<file path="src/rtl/nibble_input_stage_if.sv">
// Pin-side bundle of the nibble input stage: raw pins in, conditioned byte/toggle outputs.
interface nibble_input_stage_if;
   logic [3:0] din_raw;
   logic       valid_raw;
   logic       toggle_raw;
   logic [7:0] byte_out;
   logic       byte_valid;
   logic       nibble_pending;
   logic       drop;
   logic       toggle_state;
   logic       toggle_pulse;

   modport slave (
      input  din_raw, valid_raw, toggle_raw,
      output byte_out, byte_valid, nibble_pending, drop, toggle_state, toggle_pulse
   );

   modport master (
      output din_raw, valid_raw, toggle_raw,
      input  byte_out, byte_valid, nibble_pending, drop, toggle_state, toggle_pulse
   );
endinterface

</file>
<file path="src/rtl/nibble_input_stage.sv">
// Input front-end: synchronises raw pins, packs nibble pairs into bytes with a
// timeout on the half byte, and debounces the toggle pin into a level and a rise pulse.
module nibble_input_stage #(
   parameter int unsigned SYNC_STAGES     = 2,
   parameter int unsigned DEBOUNCE_CYCLES = 4,
   parameter int unsigned TIMEOUT         = 255
) (
   input logic             clk,
   input logic             reset,
   nibble_input_stage_if.slave bus
);

   localparam int unsigned NIB_W  = 4;
   localparam int unsigned BYTE_W = 8;
   localparam int unsigned CNT_W  = 8;
   localparam int unsigned DEB_W  = 4;

   localparam logic [CNT_W-1:0] TIMEOUT_C  = CNT_W'(TIMEOUT);
   localparam logic [DEB_W-1:0] DEBOUNCE_C = DEB_W'(DEBOUNCE_CYCLES);

   typedef enum logic {
      EMPTY = 1'b0,
      HALF  = 1'b1
   } state_t;

   // synchroniser chains; din shares the valid depth so data lines up with its strobe
   logic [SYNC_STAGES-1:0]            valid_sync;
   logic [SYNC_STAGES-1:0]            toggle_sync;
   logic [SYNC_STAGES-1:0][NIB_W-1:0] din_sync;
   logic                              valid_prev;

   logic             strobe_c;
   logic [NIB_W-1:0] nibble_c;
   logic             toggle_c;

   // assembler state
   state_t            state_q, state_d;
   logic [NIB_W-1:0]  hi_q, hi_d;
   logic [CNT_W-1:0]  cnt_q, cnt_d;
   logic [BYTE_W-1:0] byte_q, byte_d;
   logic              byte_valid_q, byte_valid_d;
   logic              drop_q, drop_d;
   logic              pending_q, pending_d;

   // debouncer state
   logic [DEB_W-1:0] deb_cnt_q, deb_cnt_d;
   logic             tstate_q, tstate_d;
   logic             tpulse_q, tpulse_d;

   always_ff @(posedge clk or negedge reset) begin
      if (!reset) begin
         valid_sync  <= '0;
         toggle_sync <= '0;
         din_sync    <= '0;
         valid_prev  <= 1'b0;
      end else begin
         valid_sync  <= {valid_sync[SYNC_STAGES-2:0], bus.valid_raw};
         toggle_sync <= {toggle_sync[SYNC_STAGES-2:0], bus.toggle_raw};
         din_sync    <= {din_sync[SYNC_STAGES-2:0], bus.din_raw};
         valid_prev  <= valid_sync[SYNC_STAGES-1];
      end
   end

   assign strobe_c = valid_sync[SYNC_STAGES-1] & ~valid_prev;
   assign nibble_c = din_sync[SYNC_STAGES-1];
   assign toggle_c = toggle_sync[SYNC_STAGES-1];

   always_ff @(posedge clk or negedge reset) begin
      if (!reset) begin
         state_q      <= EMPTY;
         hi_q         <= '0;
         cnt_q        <= '0;
         byte_q       <= '0;
         byte_valid_q <= 1'b0;
         drop_q       <= 1'b0;
         pending_q    <= 1'b0;
      end else begin
         state_q      <= state_d;
         hi_q         <= hi_d;
         cnt_q        <= cnt_d;
         byte_q       <= byte_d;
         byte_valid_q <= byte_valid_d;
         drop_q       <= drop_d;
         pending_q    <= pending_d;
      end
   end

   // a strobe in the timeout cycle completes the byte instead of dropping it
   always_comb begin
      state_d      = state_q;
      hi_d         = hi_q;
      cnt_d        = cnt_q;
      byte_d       = byte_q;
      byte_valid_d = 1'b0;
      drop_d       = 1'b0;
      case (state_q)
         EMPTY: begin
            if (strobe_c) begin
               hi_d    = nibble_c;
               cnt_d   = '0;
               state_d = HALF;
            end
         end
         HALF: begin
            if (strobe_c) begin
               byte_d       = {hi_q, nibble_c};
               byte_valid_d = 1'b1;
               state_d      = EMPTY;
            end else if (cnt_q == TIMEOUT_C) begin
               hi_d    = '0;
               drop_d  = 1'b1;
               state_d = EMPTY;
            end else if (cnt_q != '1) begin
               cnt_d = cnt_q + 8'd1;
            end
         end
         default: state_d = EMPTY;
      endcase
      pending_d = (state_d == HALF);
   end

   always_ff @(posedge clk or negedge reset) begin
      if (!reset) begin
         deb_cnt_q <= '0;
         tstate_q  <= 1'b0;
         tpulse_q  <= 1'b0;
      end else begin
         deb_cnt_q <= deb_cnt_d;
         tstate_q  <= tstate_d;
         tpulse_q  <= tpulse_d;
      end
   end

   // count consecutive disagreeing cycles; flip once the run reaches the threshold
   always_comb begin
      deb_cnt_d = '0;
      tstate_d  = tstate_q;
      tpulse_d  = 1'b0;
      if (toggle_c != tstate_q) begin
         if ((deb_cnt_q + 4'd1) == DEBOUNCE_C) begin
            tstate_d = ~tstate_q;
            tpulse_d = ~tstate_q;
         end else begin
            deb_cnt_d = deb_cnt_q + 4'd1;
         end
      end
   end

   assign bus.byte_out       = byte_q;
   assign bus.byte_valid     = byte_valid_q;
   assign bus.nibble_pending = pending_q;
   assign bus.drop           = drop_q;
   assign bus.toggle_state   = tstate_q;
   assign bus.toggle_pulse   = tpulse_q;

endmodule

</file>
<file path="src/flat_wrapper.sv">
// flat-port wrapper written by rule: the top's interface ports become plain ports
module nibble_input_stage_flat 
#(
   parameter int unsigned SYNC_STAGES     = 2,
   parameter int unsigned DEBOUNCE_CYCLES = 4,
   parameter int unsigned TIMEOUT         = 255
)
  (clk, reset, bus_din_raw, bus_valid_raw, bus_toggle_raw, bus_byte_out, bus_byte_valid, bus_nibble_pending, bus_drop, bus_toggle_state, bus_toggle_pulse);
  nibble_input_stage_if bus_i ();
  input logic clk;
  input logic reset;
  input wire logic [$bits(bus_i.din_raw)-1:0] bus_din_raw;
  input wire logic [$bits(bus_i.valid_raw)-1:0] bus_valid_raw;
  input wire logic [$bits(bus_i.toggle_raw)-1:0] bus_toggle_raw;
  output wire logic [$bits(bus_i.byte_out)-1:0] bus_byte_out;
  output wire logic [$bits(bus_i.byte_valid)-1:0] bus_byte_valid;
  output wire logic [$bits(bus_i.nibble_pending)-1:0] bus_nibble_pending;
  output wire logic [$bits(bus_i.drop)-1:0] bus_drop;
  output wire logic [$bits(bus_i.toggle_state)-1:0] bus_toggle_state;
  output wire logic [$bits(bus_i.toggle_pulse)-1:0] bus_toggle_pulse;
  assign bus_i.din_raw = bus_din_raw;
  assign bus_i.valid_raw = bus_valid_raw;
  assign bus_i.toggle_raw = bus_toggle_raw;
  assign bus_byte_out = bus_i.byte_out;
  assign bus_byte_valid = bus_i.byte_valid;
  assign bus_nibble_pending = bus_i.nibble_pending;
  assign bus_drop = bus_i.drop;
  assign bus_toggle_state = bus_i.toggle_state;
  assign bus_toggle_pulse = bus_i.toggle_pulse;
  nibble_input_stage #(.SYNC_STAGES(SYNC_STAGES), .DEBOUNCE_CYCLES(DEBOUNCE_CYCLES), .TIMEOUT(TIMEOUT)) u_core (.clk(clk), .reset(reset), .bus(bus_i));
endmodule
</file>
<file path="config.mk">
export PLATFORM = sky130hd
export DESIGN_NAME = nibble_input_stage_flat
export DESIGN_NICKNAME = d
export VERILOG_FILES = /design/src/rtl/nibble_input_stage_if.sv /design/src/rtl/nibble_input_stage.sv /design/src/flat_wrapper.sv
export SDC_FILE = /design/constraint.sdc
export NUM_CORES = 1
export LEC_CHECK = 0
export BUFFER_PORTS_ARGS = -buffer_cell sky130_fd_sc_hd__buf_2
export CORE_MARGIN = 5
export CORE_UTILIZATION = 60
export DETAILED_ROUTE_END_ITERATION = 10
export GPL_ROUTABILITY_DRIVEN = 0
export PLACE_DENSITY = 0.89
export SLEW_MARGIN = 20
export SYNTH_ARGS = -nofsm -noshare
export SYNTH_HDL_FRONTEND = slang
export SYNTH_SLANG_ARGS = --single-unit
</file>
<file path="constraint.sdc">
create_clock -name clk -period 4 [get_ports clk]
set_input_delay 1 -clock clk [delete_from_list [all_inputs] [get_ports clk]]
set_output_delay 1 -clock clk [all_outputs]
set_load 0.005 [all_outputs]
</file>
* Word level (Yosys, flattened, before mapping) *
Index checks and enable logic that the tools add are counted.

word-level totals
  bits in registers = 42
  latch bits = 0
  memory bits (writable) = 0
  memory bits (read-only) = 0
  input port bits = 8
  output and inout port bits = 13
  word-level logic and storage cells = 54
  memories kept = 0

operators by class
  add/sub/neg operators = 2
  multiply operators = 0
  divide/modulo/power cells = 0
  magnitude comparators = 0
  equality and inequality tests = 9
  shifts and indexed selects = 0
  mux-type cells = 21
  bitwise gates (word level) = 4
  reduce and logical (&&, ||, !) cells = 4

operators by type and width
  cell                   number
  $mux W8                4
  $mux W4                5
  $pmux W8 S2            1
  $mux W1                9
  $add A8 B1 Y8 const B  1
  $eq A8 B8 Y1 const B   1
  $ne A2 B2 Y1 const B   4
  $ne A8 B8 Y1 const B   1
  $pmux W4 S2            1
  $add A4 B1 Y4 const B  1
  $eq A4 B3 Y1 const B   1
  $reduce_and A2 Y1      2
  $reduce_and A4 Y1      1
  $not A1 Y1             3
  $reduce_and A3 Y1      1
  $ne A2 B1 Y1 const B   1
  $pmux W1 S2            1
  $and A1 B1 Y1          1
  $ne A1 B1 Y1           1

* Logic depth before layout (Yosys ltp) *
  depth after elaboration = 5
  depth in mapped cells = 6

* Worst setup path after synthesis *
No wires, ideal clock.

  kind = register to register
  from = register u_core.deb_cnt_q[0]
  to = register u_core.tstate_q, in the netlist u_core.bus.toggle_state
  library setup time = 125 ps
  data arrival time = 1487 ps
  path slack = 2388 ps
  cell stages (with the launch flop) = 6
  buffers on the path = 0
  cells stage by stage = dfrtp_1 -> ha_1 -> nand2b_1 -> o32ai_1 -> nand2_1 -> mux2_4

between the ends
  word-level cells in the longest chain between the ends = 3

ends and longest elaborated chain
  what                         line                       text
  start, declared              nibble_input_stage.sv:46   logic [DEB_W-1:0] deb_cnt_q, deb_cnt_d;
  start signal, assigned       nibble_input_stage.sv:128  deb_cnt_q <= deb_cnt_d;
  $add A4 B1 Y4                nibble_input_stage.sv:140  if ((deb_cnt_q + 4'd1) == DEBOUNCE_C) begin
  $eq A4 B3 Y1                 nibble_input_stage.sv:140
  $reduce_and A2 Y1 (no line)  n/a
  end signal, assigned         nibble_input_stage.sv:129  tstate_q <= tstate_d;
  end, declared                nibble_input_stage.sv:47   logic tstate_q, tstate_d;

No other way between the ends.
A chain may end at the register's enable or synchronous reset.

==> key figures <==
Critical path
  • CP arrival: 1.31 ns
  • Critical-path cell with the highest stage delay: dfrtp_1
  • Buf/Inv on CP: 1
  • Crit path cell chain: buf_2
  • Startpoint types: register
  • Critical path type: register to primary output
  • Top cell family by delay on the critical path: flip-flops
  • Delay of the slowest cell on the worst path: 0.74 ns
  • Crit. End Element: primary output
  • CP required: 3.00 ns
  • Worst Path Max Fanout: 20

Floorplanning
  • Row cnt: 19
  • CORE AREA: 2710 sq um
  • Chip Width: 62.9 um
  • I/O pin count: 21
  • Die H: 62.9 um
  • Die area: 3960 sq um
  • Initial Utilization: 0.620

Clocking
  • # hold bufs at CTS: 0
  • Max Root-Sink Buffers: 2
  • CTS buffer count: 5
  • Root cell of the clock tree: clkbuf_4
  • Clk Latency, worst-skew pair: 0.36 ns
  • Setup repair bufs after CTS: 0
  • CTS tree: built
  • Cts repair resizes: 0
  • Clock Sinks: 42
  • Clock transition at the registers of the reported paths: 0.14 ns
  • Htree depth: 2

Timing
  • Setup TNS: 0 ns
  • Period minus WS final: 2.31 ns
  • Period utilization: 0.578
  • Worst slew margin: 0.425
  • Final setup viols: 0
  • Final hold violation count: 0
  • Worst Tran Pin Value: 0.863 ns
  • Fin worst setup slack: 1.69 ns
  • Setup Skew: 0.0124 ns
  • Max Fclk: 433 MHz
  • RSZ-0062 raised after global routing: false
  • Slew Limit Fails: 0

Layout
  • Final nets: 172
  • Finished Core Util: 0.684
  • Ant. Diodes: 0
  • Proportion of layout cells with a drive suffix above 1: 0.228
  • Area grow syn2layout: 10.4%
  • Non-Filler Instances: 193
  • Fill count: 212

Synth
  • Synth Register Bits: 42
  • Cell area after synthesis: 1680 sq um
  • Distinct cell type count after synthesis: 35
  • Cell count after synthesis: 140
  • Syn_nets: 151
  • EDFF count, synth: 0
  • Avg Cell Area, Syn: 12.0 sq um
  • Synth Warn #: 0
  • Synth Flop Type: dfrtp_1
  • Post-synthesis sequential area ratio: 0.625
  • Synth async-reset ratio: 1.00

Outcome
  • Status: finished clean

GRT
  • Antenna violations before repair: 0
  • First-pass GRT wire length: 5200 um
  • Vias in the first global route: 1197
  • GRT Util Overall: 0.167
  • Largest net degree at the start of global routing: 43
  • Gr ovfl total: 0

Placed design
  • Inst Count DP: 185
  • Pre-CTS worst setup slack: 2.10 ns
  • Port bufs: 20
  • Dpl hpwl: 2140 um

Detailed routing
  • DRT antenna net count: 0
  • Avg Vias per Cell: 6.01
  • Vias: 1160
  • DRC errors left: 0
  • 1st-pass router iterations: 4
  • Routed length per instance: 15.5 um
  • Total Wirelength: 2990 um
  • Initial DRC count: 83

Power and ir drop
  • Leak pwr: 0.867 nW
  • VDD IR max: 0.425 mV
  • PD cells: 554 nW/um^2

Min path
  • Hold Crit Class: register to register

Flow run
  • Max-Cap Viols: 0
[metal layers]
metal | up-vias | GRT usage | part of all wire
met5 | - | 0 | 0
met3 | 10 | 0.0683 | 0.060
met1 | 562 | 0.187 | 0.40
li1 | 549 | - | -
met4 | 0 | 0.0955 | 0.024
met2 | 39 | 0.265 | 0.51
[layout by cell type, fill, tap and decap left out, types with 2 or more instances in the layout]
cell,count
nand2_1,12
a211oi_1,3
nor3_1,2
nand3_1,4
and3_1,2
ha_1,3
nor2b_1,2
a21oi_1,14
nor4_1,2
nand2b_1,3
inv_6,3
dfrtp_1,42
buf_2,20
nor2_1,5
o22ai_1,7
inv_1,6
nand4_1,2
mux2_2,8
clkbuf_4,5
[kinds of logic (layout without fill, tap and decap cells)]
kind of cell,count (synthesis),in the layout,share of synthesized area
simple gates,38,38,0.117
fa+ha+maj,3,3,0.0223
buf+inv,12,34,0.0305
xor+xnor,2,2,0.0104
flops,42,42,0.625
mux,10,10,0.0685
compound gates,33,33,0.126
[cells in the mapped netlist, types with 2 or more instances]
| cell type | instances | share of area |
|---|---|---|
| o22ai_1 | 7 | 0.026 |
| nand4_1 | 2 | 0.0074 |
| nand2_1 | 12 | 0.027 |
| nand3_1 | 4 | 0.012 |
| nor4_1 | 2 | 0.0074 |
| inv_1 | 6 | 0.013 |
| dfrtp_1 | 42 | 0.63 |
| nor3_1 | 2 | 0.0060 |
| nor2b_1 | 2 | 0.0074 |
| nor2_1 | 5 | 0.011 |
| a211oi_1 | 3 | 0.013 |
| nand2b_1 | 3 | 0.011 |
| a21oi_1 | 14 | 0.042 |
| mux2_2 | 8 | 0.054 |
| buf_2 | 5 | 0.015 |
| and3_1 | 2 | 0.0074 |
| ha_1 | 3 | 0.022 |
[report_power, final]
part / internal [mW] / total, mW / switching [mW]
Sequential: 0.507 / 0.583 / 0.0766
Combinational: 0.116 / 0.218 / 0.101
Clock: 0.0754 / 0.227 / 0.151
Total: 0.699 / 1.03 / 0.329
[layout make-up]
class,count,area (sq um),share of cell area
Timing Repair Buffer,20,100,0.0540
Inverter,6,22.5,0.0121
Sequential cell,42,1050,0.567
Tap cell,31,38.8,0.0209
Clock buffer,5,37.5,0.0202
Clock inverter,3,26.3,0.0142
Multi-Input combinational cell,86,578,0.312
[path summary, 6_finish.rpt]
kind / to / startpoint / slack (ns) / cells after the start
setup / recovery: bus_nibble_pending / u_core.state_q / 1.69 / 1
hold / removal: u_core.valid_sync[1] / u_core.valid_sync[0] / 0.35 / 0
setup reg to reg: u_core.bus.byte_out[4] / u_core.valid_sync[1] / 2.17 / 3
hold reg to reg: u_core.valid_sync[1] / u_core.valid_sync[0] / 0.35 / 0
max in group asynchronous: u_core.valid_sync[0] / reset / 2.72 / 1
min in group asynchronous: u_core.cnt_q[6] / reset / 0.73 / 1
[registers in the layout, indices dropped and copies added (netlist names)]
name	count
u_core.hi_q	4
u_core.deb_cnt_q	4
u_core.valid_sync	2
u_core.cnt_q	8
u_core.bus.byte_out	8
u_core.bus.byte_valid	1
u_core.toggle_sync	2
u_core.valid_prev	1
u_core.bus.toggle_state	1
u_core.bus.toggle_pulse	1
u_core.nibble_c	4
u_core.state_q	1
u_core.bus.drop	1
u_core.din_sync	4
[per-stage QoR]
step	hold slack, ns	instance area, sq um	power, mW
after global routing	0.370	1850	1.10
after detailed placement	0.337	1790	0.810
after global placement	0.332	1790	0.791
after CTS	0.358	1850	1.03
final	0.351	1850	1.03
after floorplan	0.331	1680	0.717
(Power assumes the default switching activity.)
